**src/rtl/seg_scan_decoder.sv**
```systemverilog
// seg_scan_decoder
// Recovers a six-digit clock frame (hh:mm:ss) from a multiplexed, active-low
// seven-segment display scan. Inputs pass through a capture stage (S1) and a
// pipeline copy of it (S2). The stability filter compares S1 with the previous
// S1 value and flags a slot exactly once when it has been steady STABLE times.
// Accepted slots feed an ordering FSM that stages the digits and commits a
// complete frame to the outputs in one edge.

module seg_scan_decoder #(
   parameter int STABLE = 1
) (
   input  logic       clk,
   input  logic       rst,
   input  logic [7:0] seg7,
   input  logic [7:0] number,
   output logic [3:0] sec0,
   output logic [3:0] sec1,
   output logic [3:0] min0,
   output logic [3:0] min1,
   output logic [3:0] hour0,
   output logic [3:0] hour1,
   output logic       valid,
   output logic       frame_done,
   output logic       seq_err,
   output logic       sel_err,
   output logic       bad_digit
);

   typedef enum logic [0:0] {
      IDLE    = 1'b0,
      CAPTURE = 1'b1
   } state_t;

   localparam logic [3:0] STABLE_L   = 4'(STABLE);
   localparam logic [2:0] SLOT_LAST  = 3'd5;
   localparam logic [2:0] SLOT_BLANK = 3'd6;
   localparam logic [2:0] SLOT_ILLEG = 3'd7;

   // Map an active-low segment pattern to its BCD digit; 4'hF when unknown.
   function automatic logic [3:0] decode_digit(input logic [7:0] num);
      logic [6:0] seg_on;
      logic [3:0] dig;
      seg_on = ~num[6:0];
      dig    = 4'hF;
      if (num[7] == 1'b0) begin
         dig = 4'hF;
      end else begin
         case (seg_on)
            7'h3F:   dig = 4'h0;
            7'h06:   dig = 4'h1;
            7'h5B:   dig = 4'h2;
            7'h4F:   dig = 4'h3;
            7'h66:   dig = 4'h4;
            7'h6D:   dig = 4'h5;
            7'h7D:   dig = 4'h6;
            7'h27:   dig = 4'h7;
            7'h7F:   dig = 4'h8;
            7'h67:   dig = 4'h9;
            default: dig = 4'hF;
         endcase
      end
      return dig;
   endfunction

   // Map an active-low digit select to slot 0..5, blank or illegal.
   function automatic logic [2:0] decode_slot(input logic [7:0] sel);
      logic [2:0] slot;
      case (sel)
         8'hFE:   slot = 3'd0;
         8'hFD:   slot = 3'd1;
         8'hF7:   slot = 3'd2;
         8'hEF:   slot = 3'd3;
         8'hBF:   slot = 3'd4;
         8'h7F:   slot = 3'd5;
         8'hFF:   slot = SLOT_BLANK;
         default: slot = SLOT_ILLEG;
      endcase
      return slot;
   endfunction

   logic [7:0] s1_seg7_r;
   logic [7:0] s1_number_r;
   logic [7:0] s2_seg7_r;
   logic [7:0] s2_number_r;
   logic [3:0] stab_cnt_r;
   logic [3:0] stab_nxt_s;
   logic       same_s;
   logic       hit_r;
   logic       hit_nxt_s;

   state_t     state_r;
   state_t     state_nxt_s;
   logic [2:0] expect_r;
   logic [2:0] expect_nxt_s;
   logic [3:0] stage_r [0:5];

   logic [2:0] slot_s;
   logic [3:0] digit_s;
   logic       st_we_s;
   logic       st_clr_s;
   logic       commit_s;
   logic       seq_err_s;
   logic       sel_err_s;
   logic       bad_s;

   // Capture the raw scan inputs and keep one older copy for the stability compare.
   always_ff @(posedge clk) begin
      if (!rst) begin
         s1_seg7_r   <= 8'hFF;
         s1_number_r <= 8'hFF;
         s2_seg7_r   <= 8'hFF;
         s2_number_r <= 8'hFF;
      end else begin
         s1_seg7_r   <= seg7;
         s1_number_r <= number;
         s2_seg7_r   <= s1_seg7_r;
         s2_number_r <= s1_number_r;
      end
   end

   // Next stability count (saturating) and the one-shot acceptance flag.
   always_comb begin
      same_s     = ({s1_seg7_r, s1_number_r} == {s2_seg7_r, s2_number_r});
      stab_nxt_s = 4'd1;
      if (!same_s) begin
         stab_nxt_s = 4'd1;
      end else if (stab_cnt_r >= STABLE_L) begin
         stab_nxt_s = STABLE_L;
      end else begin
         stab_nxt_s = stab_cnt_r + 4'd1;
      end
      hit_nxt_s = (stab_nxt_s == STABLE_L) && !(same_s && (stab_cnt_r == STABLE_L));
   end

   // Stability counter and acceptance flag registers.
   always_ff @(posedge clk) begin
      if (!rst) begin
         stab_cnt_r <= 4'd0;
         hit_r      <= 1'b0;
      end else begin
         stab_cnt_r <= stab_nxt_s;
         hit_r      <= hit_nxt_s;
      end
   end

   assign slot_s  = decode_slot(s2_seg7_r);
   assign digit_s = decode_digit(s2_number_r);

   // Slot ordering: decide staging writes, errors and commit for an accepted slot.
   always_comb begin
      state_nxt_s  = state_r;
      expect_nxt_s = expect_r;
      st_we_s      = 1'b0;
      st_clr_s     = 1'b0;
      commit_s     = 1'b0;
      seq_err_s    = 1'b0;
      sel_err_s    = 1'b0;
      if (hit_r) begin
         case (slot_s)
            SLOT_BLANK: begin
               state_nxt_s = state_r;
            end
            SLOT_ILLEG: begin
               sel_err_s    = 1'b1;
               st_clr_s     = 1'b1;
               state_nxt_s  = IDLE;
               expect_nxt_s = 3'd0;
            end
            default: begin
               case (state_r)
                  IDLE: begin
                     if (slot_s == 3'd0) begin
                        st_we_s      = 1'b1;
                        expect_nxt_s = 3'd1;
                        state_nxt_s  = CAPTURE;
                     end else begin
                        state_nxt_s  = IDLE;
                     end
                  end
                  CAPTURE: begin
                     if (slot_s == expect_r) begin
                        st_we_s = 1'b1;
                        if (slot_s == SLOT_LAST) begin
                           commit_s     = 1'b1;
                           expect_nxt_s = 3'd0;
                           state_nxt_s  = IDLE;
                        end else begin
                           expect_nxt_s = expect_r + 3'd1;
                        end
                     end else begin
                        seq_err_s = 1'b1;
                        st_clr_s  = 1'b1;
                        if (slot_s == 3'd0) begin
                           st_we_s      = 1'b1;
                           expect_nxt_s = 3'd1;
                           state_nxt_s  = CAPTURE;
                        end else begin
                           expect_nxt_s = 3'd0;
                           state_nxt_s  = IDLE;
                        end
                     end
                  end
                  default: begin
                     expect_nxt_s = 3'd0;
                     state_nxt_s  = IDLE;
                  end
               endcase
            end
         endcase
      end else begin
         state_nxt_s = state_r;
      end
   end

   // FSM state, expected-slot counter and digit staging.
   always_ff @(posedge clk) begin
      if (!rst) begin
         state_r  <= IDLE;
         expect_r <= 3'd0;
         for (int i = 0; i < 6; i++) begin
            stage_r[i] <= 4'h0;
         end
      end else begin
         state_r  <= state_nxt_s;
         expect_r <= expect_nxt_s;
         for (int i = 0; i < 6; i++) begin
            if (st_we_s && (slot_s == 3'(i))) begin
               stage_r[i] <= digit_s;
            end else if (st_clr_s) begin
               stage_r[i] <= 4'h0;
            end
         end
      end
   end

   // Any undecodable digit in the frame being committed (hour0 arrives live).
   assign bad_s = (stage_r[0] == 4'hF) | (stage_r[1] == 4'hF) | (stage_r[2] == 4'hF) |
                  (stage_r[3] == 4'hF) | (stage_r[4] == 4'hF) | (digit_s == 4'hF);

   // Registered frame outputs and status pulses.
   always_ff @(posedge clk) begin
      if (!rst) begin
         sec0       <= 4'h0;
         sec1       <= 4'h0;
         min0       <= 4'h0;
         min1       <= 4'h0;
         hour0      <= 4'h0;
         hour1      <= 4'h0;
         valid      <= 1'b0;
         frame_done <= 1'b0;
         seq_err    <= 1'b0;
         sel_err    <= 1'b0;
         bad_digit  <= 1'b0;
      end else begin
         frame_done <= commit_s;
         seq_err    <= seq_err_s;
         sel_err    <= sel_err_s;
         if (commit_s) begin
            sec1      <= stage_r[0];
            sec0      <= stage_r[1];
            min1      <= stage_r[2];
            min0      <= stage_r[3];
            hour1     <= stage_r[4];
            hour0     <= digit_s;
            valid     <= 1'b1;
            bad_digit <= bad_s;
         end
      end
   end

endmodule

```
**config.mk**
```make
export PLATFORM = sky130hd
export DESIGN_NAME = seg_scan_decoder
export DESIGN_NICKNAME = d
export VERILOG_FILES = /design/src/rtl/seg_scan_decoder.sv
export SDC_FILE = /design/constraint.sdc
export NUM_CORES = 1
export LEC_CHECK = 0
export BUFFER_PORTS_ARGS = -buffer_cell sky130_fd_sc_hd__clkbuf_2
export CAP_MARGIN = 20
export CORE_MARGIN = 2
export CORE_UTILIZATION = 50
export DETAILED_ROUTE_END_ITERATION = 7
export PLACE_DENSITY_LB_ADDON = 0.1
export SYNTH_ARGS = -nofsm -noshare
export SYNTH_HDL_FRONTEND = slang
export SYNTH_SLANG_ARGS = --single-unit
```
**constraint.sdc**
```tcl
create_clock -name clk -period 2.77 [get_ports clk]
set_input_delay 0.4155 -clock clk [delete_from_list [all_inputs] [get_ports clk]]
set_output_delay 0.4155 -clock clk [all_outputs]
set_load 0.01 [all_outputs]
```
==> results.py, run 1 <==
metrics = {
    "run_status": {
        "outcome": "complete, no violations",
    },
    "timing": {
        "fin_skew_ps": 8.86,
        "post-route-period-util_pct": 95.6,
        "setup_viol_count_final": 0,
        "relSlewSlack_pct": 62.3,
        "finalMaxSlewViolations": 0,
        "tns_ps": 0,
        "rsz0062_at_grt": "false",
        "period_needed_ps": 2650,
        "max_freq_ghz": 0.378,
        "layout_setup_ws_ps": 122,
        "hold_viol_final": 0,
        "worst_pin_slew_ps": 562,
    },
    "power": {
        "cellPowerDensity_nw_per_um2": 563,
        "leakage_nw": 1.77,
        "ir_drop_mv": 0.333,
    },
    "critical_path": {
        "slowest_delay_ps": 470,
        "cp-start-kind": "register",
        "path_buf_inv": 1,
        "arrival_ps": 2720,
        "ff2ff_setup_slack_ps": 120,
        "path_class": "register to register",
        "r2r_cells": 8,
        "endpoint_kind": "register",
        "slowest_stage": "dfxtp_1",
        "r2r_end": "stage_r[0][14]",
        "cp.required_ps": 2840,
        "crit_chain": "buf_4 > or3b_2 > a211o_1 > a31oi_1 > nor2_1 > o211ai_1 > and3_1 > o21ai_1",
        "worstSetupStartpoint": "s2_seg7_r[4]",
        "r2r_start": "s2_seg7_r[4]",
        "path_delay_family": "compound AO/OA/AOI/OAI gates",
        "cp_max_fo": 7,
    },
    "grt": {
        "grt_pass1_wl_um": 12800,
        "first_global_vias": 2751,
        "track_usage_pct": 19.1,
        "grt_max_degree": 40,
        "grt-ovfl-total": 0,
        "antenna_found_initial": 0,
    },
    "yosys": {
        "ys_seq_area_share_pct": 51.3,
        "synth_edf_count": 20,
        "ys_types": 52,
        "synth_area_leader_cell": "dfxtp_1",
        "netlist_top_cells_count": "dfxtp_1, nor2_1, nand2b_1",
        "async_flop_share_pct": 0,
        "synth_top_cell_area_share_pct": 35.9,
        "netlist_instances": 400,
        "ys_top_cells_by_area": "dfxtp_1, edfxtp_1, nand2b_1, mux2i_1, nor2_1",
        "synth-seq-cells": 90,
        "syn-cell-area_um2": 3900,
        "synth_nets": 422,
        "yosysWarningCount": 0,
        "ys.flop_type": "dfxtp_1",
        "yosysMostFrequentCell": "dfxtp_1",
        "avgSynthCellArea_um2": 9.75,
    },
    "hold_path": {
        "worstHoldPathType": "input pin to register",
        "min_from": "number[2]",
        "min_delay_worst_endpoint": "s1_number_r[2]",
        "holdPathStages": 2,
    },
    "final_layout": {
        "area_growth_pct": 16.6,
        "drive_above_1_share_pct": 21.8,
        "diodes": 0,
        "seqCellArea_um2": 2010,
        "fill_cells": 672,
        "multi_input_area_um2": 1760,
        "nNetsFinal": 471,
    },
    "die": {
        "die-area_um2": 8520,
        "die_x_um": 92.3,
        "chipHeight_um": 92.3,
        "start_util_pct": 51.0,
        "core_um2": 7650,
        "io_pins": 47,
        "row_count": 32,
    },
    "clock_tree": {
        "cts_buffers": 9,
        "htreeDepth": 3,
        "clockBufferDepth": 2,
        "root_buffer": "clkbuf_8",
        "tritoncts": "done",
        "worstSkewPairLatency_ps": 350,
        "clk_pin_slew_ps": 80,
        "cts.sinks": 90,
    },
    "job": {
        "cap_violations": 0,
    },
    "placed_design": {
        "post-dp-hpwl_um": 5450,
        "post-place-ws_ps": 43.2,
        "io_buffers": 46,
        "gp_congestion": 0.874,
    },
    "route": {
        "drt_iter0_drc": 130,
        "drc": 0,
        "num_vias": 2953,
        "ant_nets": 0,
        "via_per_inst": 5.31,
        "wirelength_um": 7460,
        "drt_first_pass_iters": 4,
        "post_drt_wl_per_cell_um": 13.4,
    },
}
## worst max path at each step
stage | end | slack (ps) | cells after the start
after global placement | stage_r[0][8] | 110 | 7
after floorplan | stage_r[0][10] | 10 | 10
after CTS | stage_r[0][10] | 20 | 7
after global routing | stage_r[0][9] | 8 | 9
final | stage_r[0][14] | 120 | 8
after detailed placement | stage_r[0][10] | 40 | 7
## stage by stage
stage | util [%] | cells | hold slack [ps] | cell area, um^2 | power [W]
after detailed placement | 56.3 | 540 | 448 | 4310 | 0.00166
after global placement | 56.3 | 540 | 440 | 4310 | 0.00166
after CTS | 59.1 | 556 | 220 | 4520 | 0.00258
final | 59.5 | 556 | 238 | 4550 | 0.00256
after global routing | 59.5 | 556 | 222 | 4550 | 0.00268
after floorplan | - | 400 | 431 | 3900 | 0.00160
## layout make-up
cell class              instances  area share, %
flip-flops and latches         90           44.2
clock buffers                  10           3.27
repair buffers                 67           8.81
clock inverters                 6           1.35
multi-input cells             271           38.8
inverters                      10          0.826
well taps                     102           2.81
## sequential cells by signal, indices dropped and copies added (netlist names), 8 cells and up
| name | flops |
|---|---|
| s2_seg7_r | 8 |
| s1_seg7_r | 8 |
| s2_number_r | 8 |
| s1_number_r | 8 |
| stage_r | 20 |
## power breakdown
part / leakage [nW] / switching [W] / internal, W
sequential: 0.781 / 0.0000411 / 0.00139
combinational: 0.880 / 0.000115 / 0.0000919
clock: 0.106 / 0.000454 / 0.000471
## cell usage in the layout, fill, tap and decap left out, types with 2 or more instances in the layout
| cell | Yosys | routed |
|---|---|---|
| a21oi_1 | 9 | 9 |
| ha_1 | 4 | 4 |
| nor3b_1 | 2 | 2 |
| o31ai_1 | 3 | 2 |
| edfxtp_1 | 20 | 20 |
| nand3_1 | 10 | 10 |
| mux2i_1 | 20 | 20 |
| o32ai_1 | 3 | 3 |
| nand2b_1 | 35 | 35 |
| clkinv_1 | 1 | 2 |
| nor2_1 | 48 | 48 |
| inv_1 | 9 | 9 |
| and3_1 | 4 | 4 |
| xor2_1 | 5 | 5 |
| nor3_1 | 17 | 17 |
| nand4b_1 | 3 | 3 |
| or3_1 | 3 | 3 |
| nand4_1 | 9 | 9 |
| xnor2_1 | 16 | 16 |
| dfxtp_1 | 70 | 65 |
| clkbuf_8 | 0 | 9 |
| buf_4 | 3 | 20 |
| nor4_2 | 0 | 2 |
| nand2_1 | 21 | 21 |
| a211oi_1 | 7 | 7 |
| a31oi_1 | 2 | 2 |
| dfxtp_2 | 0 | 5 |
| o211ai_1 | 5 | 5 |
| or3b_2 | 3 | 3 |
| nor4_1 | 12 | 10 |
| clkbuf_2 | 0 | 46 |
| o21ai_0 | 7 | 5 |
| nor2b_1 | 2 | 2 |
| o21bai_1 | 2 | 2 |
| o21ai_1 | 0 | 2 |
## per-layer routing
metal	vias up	global-route usage [%]	share of wire, %
li1	1499	-	-
met1	1375	24.5	46
met2	62	30.4	48
met3	17	3.50	3.1
met4	0	10.8	2.5
met5	-	0	0
## kinds of logic (layout without fill, tap and decap cells)
| family | after synthesis | in the layout | share of synthesized area, % |
|---|---|---|---|
| adder cells (fa/ha/maj) | 4 | 4 | 1.28 |
| AND/OR/NAND/NOR | 177 | 177 | 24.3 |
| other | 1 | 1 | 0.0962 |
| XOR/XNOR | 21 | 21 | 4.72 |
| AO/OA/AOI/OAI | 48 | 48 | 8.79 |
| buffers and inverters | 39 | 93 | 4.33 |
| multiplexers | 20 | 20 | 5.13 |
| flip-flops | 90 | 90 | 51.3 |
## what timing repair did
item                       in CTS  in global routing
setup buffers                   0                  0
setup endpoints to repair       0                 15
hold buffers                    0                  0
resized for setup               0                  9
Power figures use the tool's default switching activity.
==> inputs of run 2 (changes only) <==
--- a/config.mk
+++ b/config.mk
@@ -10,6 +10,7 @@
 export CORE_MARGIN = 2
 export CORE_UTILIZATION = 50
 export DETAILED_ROUTE_END_ITERATION = 7
+export MAX_ROUTING_LAYER = met4
 export PLACE_DENSITY_LB_ADDON = 0.1
 export SYNTH_ARGS = -nofsm -noshare
 export SYNTH_HDL_FRONTEND = slang
==> run 2 against run 1 <==
Sequential share of layout area is the same. Clock power grew 0.6%. Combinational power is essentially flat. Critical path depth is the same. Cell count is the same. Die area is the same. Register-to-register slack is essentially flat. Critical path type unchanged.
==> results.py, run 2 (synthesis results as in run 1) <==
metrics = {
    "timing": {
        "period_needed_ps": 2650,
        "fin_skew_ps": 7.30,
        "worst_pin_slew_ps": 563,
        "setup_viol_count_final": 0,
        "layout_setup_ws_ps": 117,
        "relSlewSlack_pct": 62.3,
        "tns_ps": 0,
        "finalMaxSlewViolations": 0,
        "hold_viol_final": 0,
        "max_freq_ghz": 0.377,
        "rsz0062_at_grt": "false",
        "post-route-period-util_pct": 95.8,
    },
    "clock_tree": {
        "root_buffer": "clkbuf_8",
        "tritoncts": "done",
        "htreeDepth": 3,
        "clk_pin_slew_ps": 80,
        "post-cts-setup-buffer-count": 0,
        "cts_buffers": 9,
        "clockBufferDepth": 2,
        "cts.sinks": 90,
        "worstSkewPairLatency_ps": 360,
    },
    "final_layout": {
        "nNetsFinal": 471,
        "final_common_cell": "dfxtp_1",
        "area_growth_pct": 16.6,
        "final_cell_mix": "dfxtp_1, nor2_1, clkbuf_2",
        "drive_above_1_share_pct": 21.8,
        "diodes": 0,
        "fin_util_pct": 59.5,
        "largest_register_ffs": 20,
        "final_cells": 556,
        "top_register": "stage_r",
    },
    "critical_path": {
        "path_depth": 8,
        "path_class": "register to register",
        "path_delay_family": "compound AO/OA/AOI/OAI gates",
        "r2r_cells": 8,
        "endpoint_kind": "register",
        "arrival_ps": 2740,
        "path_buf_inv": 1,
        "r2r_end": "stage_r[0][14]",
        "cp-start-kind": "register",
        "ff2ff_setup_slack_ps": 120,
        "cp_max_fo": 7,
        "slowest_delay_ps": 470,
        "r2r_start": "s2_seg7_r[4]",
        "slowest_stage": "dfxtp_1",
        "worstSetupStartpoint": "s2_seg7_r[4]",
        "crit_chain": "buf_4 > or3b_2 > a211o_1 > a31oi_1 > nor2_1 > o211ai_1 > and3_1 > o21ai_1",
        "cp.required_ps": 2860,
    },
    "power": {
        "power.total_w": 0.00257,
        "leakage_nw": 1.77,
        "ir_drop_mv": 0.334,
        "cellPowerDensity_nw_per_um2": 565,
    },
    "grt": {
        "first_global_vias": 2760,
        "track_usage_pct": 19.6,
        "grt_pass1_wl_um": 12800,
        "grt-ovfl-total": 0,
        "antenna_found_initial": 0,
        "grt_max_degree": 40,
    },
    "route": {
        "drc": 0,
        "drt_first_pass_iters": 4,
        "ant_nets": 0,
        "num_vias": 2954,
        "drt_iter0_drc": 134,
        "via_per_inst": 5.31,
        "post_drt_wl_per_cell_um": 13.5,
        "wirelength_um": 7510,
    },
    "die": {
        "row_count": 32,
        "start_util_pct": 51.0,
        "core_um2": 7650,
        "chipHeight_um": 92.3,
        "die-area_um2": 8520,
        "io_pins": 47,
        "die_x_um": 92.3,
    },
    "placed_design": {
        "gp_congestion": 0.888,
        "post-place-ws_ps": 43.2,
        "io_buffers": 46,
        "post-dp-hpwl_um": 5450,
        "dp.cells": 540,
    },
    "hold_path": {
        "holdPathStages": 2,
        "min_delay_worst_endpoint": "s1_number_r[2]",
        "min_from": "number[2]",
        "worstHoldPathType": "input pin to register",
    },
    "run_status": {
        "outcome": "complete, no violations",
    },
    "job": {
        "cap_violations": 0,
    },
}
## run 2: cell counts in the layout (fill, tap and decap cells not counted)
No cell type changed its count.
## run 2: worst max-delay path by stage
stage / endpoint / slack (ps)
after floorplan: stage_r[0][10] / 10
after global placement: stage_r[0][8] / 110
after detailed placement: stage_r[0][10] / 40
after CTS: stage_r[0][10] / 20
after global routing: stage_r[0][9] / 8
final: stage_r[0][14] / 120
## run 2: layout make-up
type,instances,area (um^2)
fillers,672,3100
flip-flops and latches,90,2010
multi-input cells,271,1760
repair buffers,67,400
clock buffers,10,149
well taps,102,128
clock inverters,6,61.3
inverters,10,37.5
## run 2: what timing repair did
item                       4_1_cts  5_1_grt
setup endpoints to repair        0       15
hold buffers                     0        0
gates resized for setup          0        9
## run 2: per-stage QoR
step	instance area (um^2)	hold WS (ps)
after global routing	4550	222
after detailed placement	4310	448
after floorplan	3900	431
final	4550	225
after CTS	4520	220
after global placement	4310	440
## run 2: power by group
group | total [W] | internal [W] | switching, W | leakage (nW)
registers | 0.00143 | 0.00139 | 0.0000414 | 0.781
logic | 0.000208 | 0.0000919 | 0.000116 | 0.880
clock network | 0.000931 | 0.000470 | 0.000461 | 0.106
## run 2: layer usage
metal	GRT usage, %	wire length, um	vias to the layer above
li1	-	-	1499
met1	24.3	3430	1354
met2	30.5	3600	85
met3	3.50	289	16
met4	10.8	201	0
met5	-	0	-
==> inputs of run 3 (changes only) <==
--- a/config.mk
+++ b/config.mk
@@ -5,13 +5,14 @@
 export SDC_FILE = /design/constraint.sdc
 export NUM_CORES = 1
 export LEC_CHECK = 0
-export BUFFER_PORTS_ARGS = -buffer_cell sky130_fd_sc_hd__clkbuf_2
+export BUFFER_PORTS_ARGS = -buffer_cell sky130_fd_sc_hd__buf_2
 export CAP_MARGIN = 20
 export CORE_MARGIN = 2
 export CORE_UTILIZATION = 50
 export DETAILED_ROUTE_END_ITERATION = 7
 export MAX_ROUTING_LAYER = met4
 export PLACE_DENSITY_LB_ADDON = 0.1
+export SKIP_CTS_REPAIR_TIMING = 1
 export SYNTH_ARGS = -nofsm -noshare
 export SYNTH_HDL_FRONTEND = slang
 export SYNTH_SLANG_ARGS = --single-unit
==> run 3 against run 2 <==
Register-to-register slack better by 90 ps. Clock skew up 1.1 ps. Clock power down 9.3%. Maximum frequency up 3.6%. Routed wire length down 0.88%. Combinational power up 3%. Setup slack better by 92 ps. Non-clock buffer count up 3. Total power down 3.2%. Count of clock-buffer cells in the layout unchanged. Critical endpoint is now stage_r[0][9]. Highest routed layer unchanged.
==> results.py, run 3 (synthesis results as in run 1) <==
metrics = {
    "run_status": {
        "outcome": "complete, no violations",
    },
    "critical_path": {
        "cp-start-kind": "register",
        "endpoint_kind": "register",
        "arrival_ps": 2720,
        "cp.required_ps": 2930,
        "worstSetupStartpoint": "s2_seg7_r[3]",
        "cp_max_fo": 9,
        "r2r_start": "s2_seg7_r[3]",
        "r2r_cells": 8,
        "path_class": "register to register",
    },
    "route": {
        "num_vias": 2942,
        "via_per_inst": 5.26,
        "drt_first_pass_iters": 4,
        "drt_iter0_drc": 105,
        "ant_nets": 0,
        "drc": 0,
        "post_drt_wl_per_cell_um": 13.3,
        "wirelength_um": 7450,
    },
    "placed_design": {
        "dp.cells": 543,
        "gp_congestion": 0.836,
        "post-dp-hpwl_um": 5480,
        "io_buffers": 46,
        "post-place-ws_ps": 30.6,
    },
    "final_layout": {
        "final_cells": 559,
        "diodes": 0,
        "final_cell_mix": "dfxtp_1, nor2_1, buf_2",
        "largest_register_ffs": 20,
        "top_register": "stage_r",
        "nNetsFinal": 474,
        "final_common_cell": "dfxtp_1",
        "area_growth_pct": 16.4,
        "drive_above_1_share_pct": 21.9,
    },
    "power": {
        "ir_drop_mv": 0.280,
        "cellPowerDensity_nw_per_um2": 548,
        "power.total_w": 0.00249,
        "clock_power_share_pct": 33.9,
        "combPwrFrac_pct": 8.6,
        "swShare_pct": 23.7,
        "p_seq_share_pct": 57.4,
        "leakage_nw": 1.79,
        "net-switching-power_w": 0.000590,
        "cellInternalPower_w": 0.00190,
    },
    "timing": {
        "max_freq_ghz": 0.390,
        "setup_viol_count_final": 0,
        "post-route-period-util_pct": 92.5,
        "rsz0062_at_grt": "false",
        "fin_skew_ps": 8.36,
        "finalMaxSlewViolations": 0,
        "period_needed_ps": 2560,
        "hold_viol_final": 0,
        "tns_ps": 0,
        "layout_setup_ws_ps": 209,
    },
    "clock_tree": {
        "cts_buffers": 9,
        "worstSkewPairLatency_ps": 350,
        "root_buffer": "clkbuf_8",
        "clk_pin_slew_ps": 80,
        "tritoncts": "done",
        "htreeDepth": 3,
        "cts.sinks": 90,
        "clockBufferDepth": 2,
    },
    "hold_path": {
        "min_from": "number[6]",
        "holdPathStages": 2,
        "worstHoldPathType": "input pin to register",
    },
    "grt": {
        "track_usage_pct": 19.2,
        "first_global_vias": 2739,
        "grt-ovfl-total": 0,
        "antenna_found_initial": 0,
        "grt_pass1_wl_um": 12600,
        "grt_max_degree": 40,
    },
    "die": {
        "core_um2": 7650,
        "start_util_pct": 51.0,
        "row_count": 32,
        "die-area_um2": 8520,
        "die_x_um": 92.3,
        "io_pins": 47,
        "chipHeight_um": 92.3,
    },
    "job": {
        "cap_violations": 0,
    },
}
run 3: metal layers:
metal	GRT usage, %	routed length, um
met5	-	0
met3	4.88	296
met1	23.1	3460
met2	31.3	3550
met4	7.34	140
run 3: area by class of cell:
type	count	area, um^2
repair buffers	70	423
well taps	102	128
inverters	10	37.5
fillers	695	3110
clock buffers	10	128
flip-flops and latches	90	2010
clock inverters	6	56.3
multi-input cells	271	1760
run 3: worst paths after layout:
check	to	slack, ps
worst max-delay path	stage_r[0][9]	210
worst min-delay path	s1_number_r[6]	240
worst max register to register	stage_r[0][9]	210
worst min register to register	s2_seg7_r[1]	460
run 3: critical path, cell delays in order, from the launching register on:
cell      delay (ps)
dfxtp_2          430
xnor2_1          110
o211ai_2         270
nand3_4           90
or3_1            410
and3_1           190
a221o_2          390
buf_4            200
nor4_1           270
run 3: power by group through the flow:
stage | Clock [W] | Sequential [W] | Combinational [W]
after floorplan | 0 | 0.00144 | 0.000159
after global placement | 0 | 0.00146 | 0.000211
after detailed placement | 0 | 0.00146 | 0.000212
after CTS | 0.000863 | 0.00143 | 0.000213
after global routing | 0.000931 | 0.00144 | 0.000239
final | 0.000844 | 0.00143 | 0.000215
run 3: metrics by stage:
stage               cell area [um^2]  utilization [%]  hold WS (ps)
CTS                             4510             59.0           229
finish                          4540             59.3           236
detailed placement              4330             56.6           444
global placement                4330             56.6           443
floorplan                       3900                -           431
global route                    4540             59.3           229
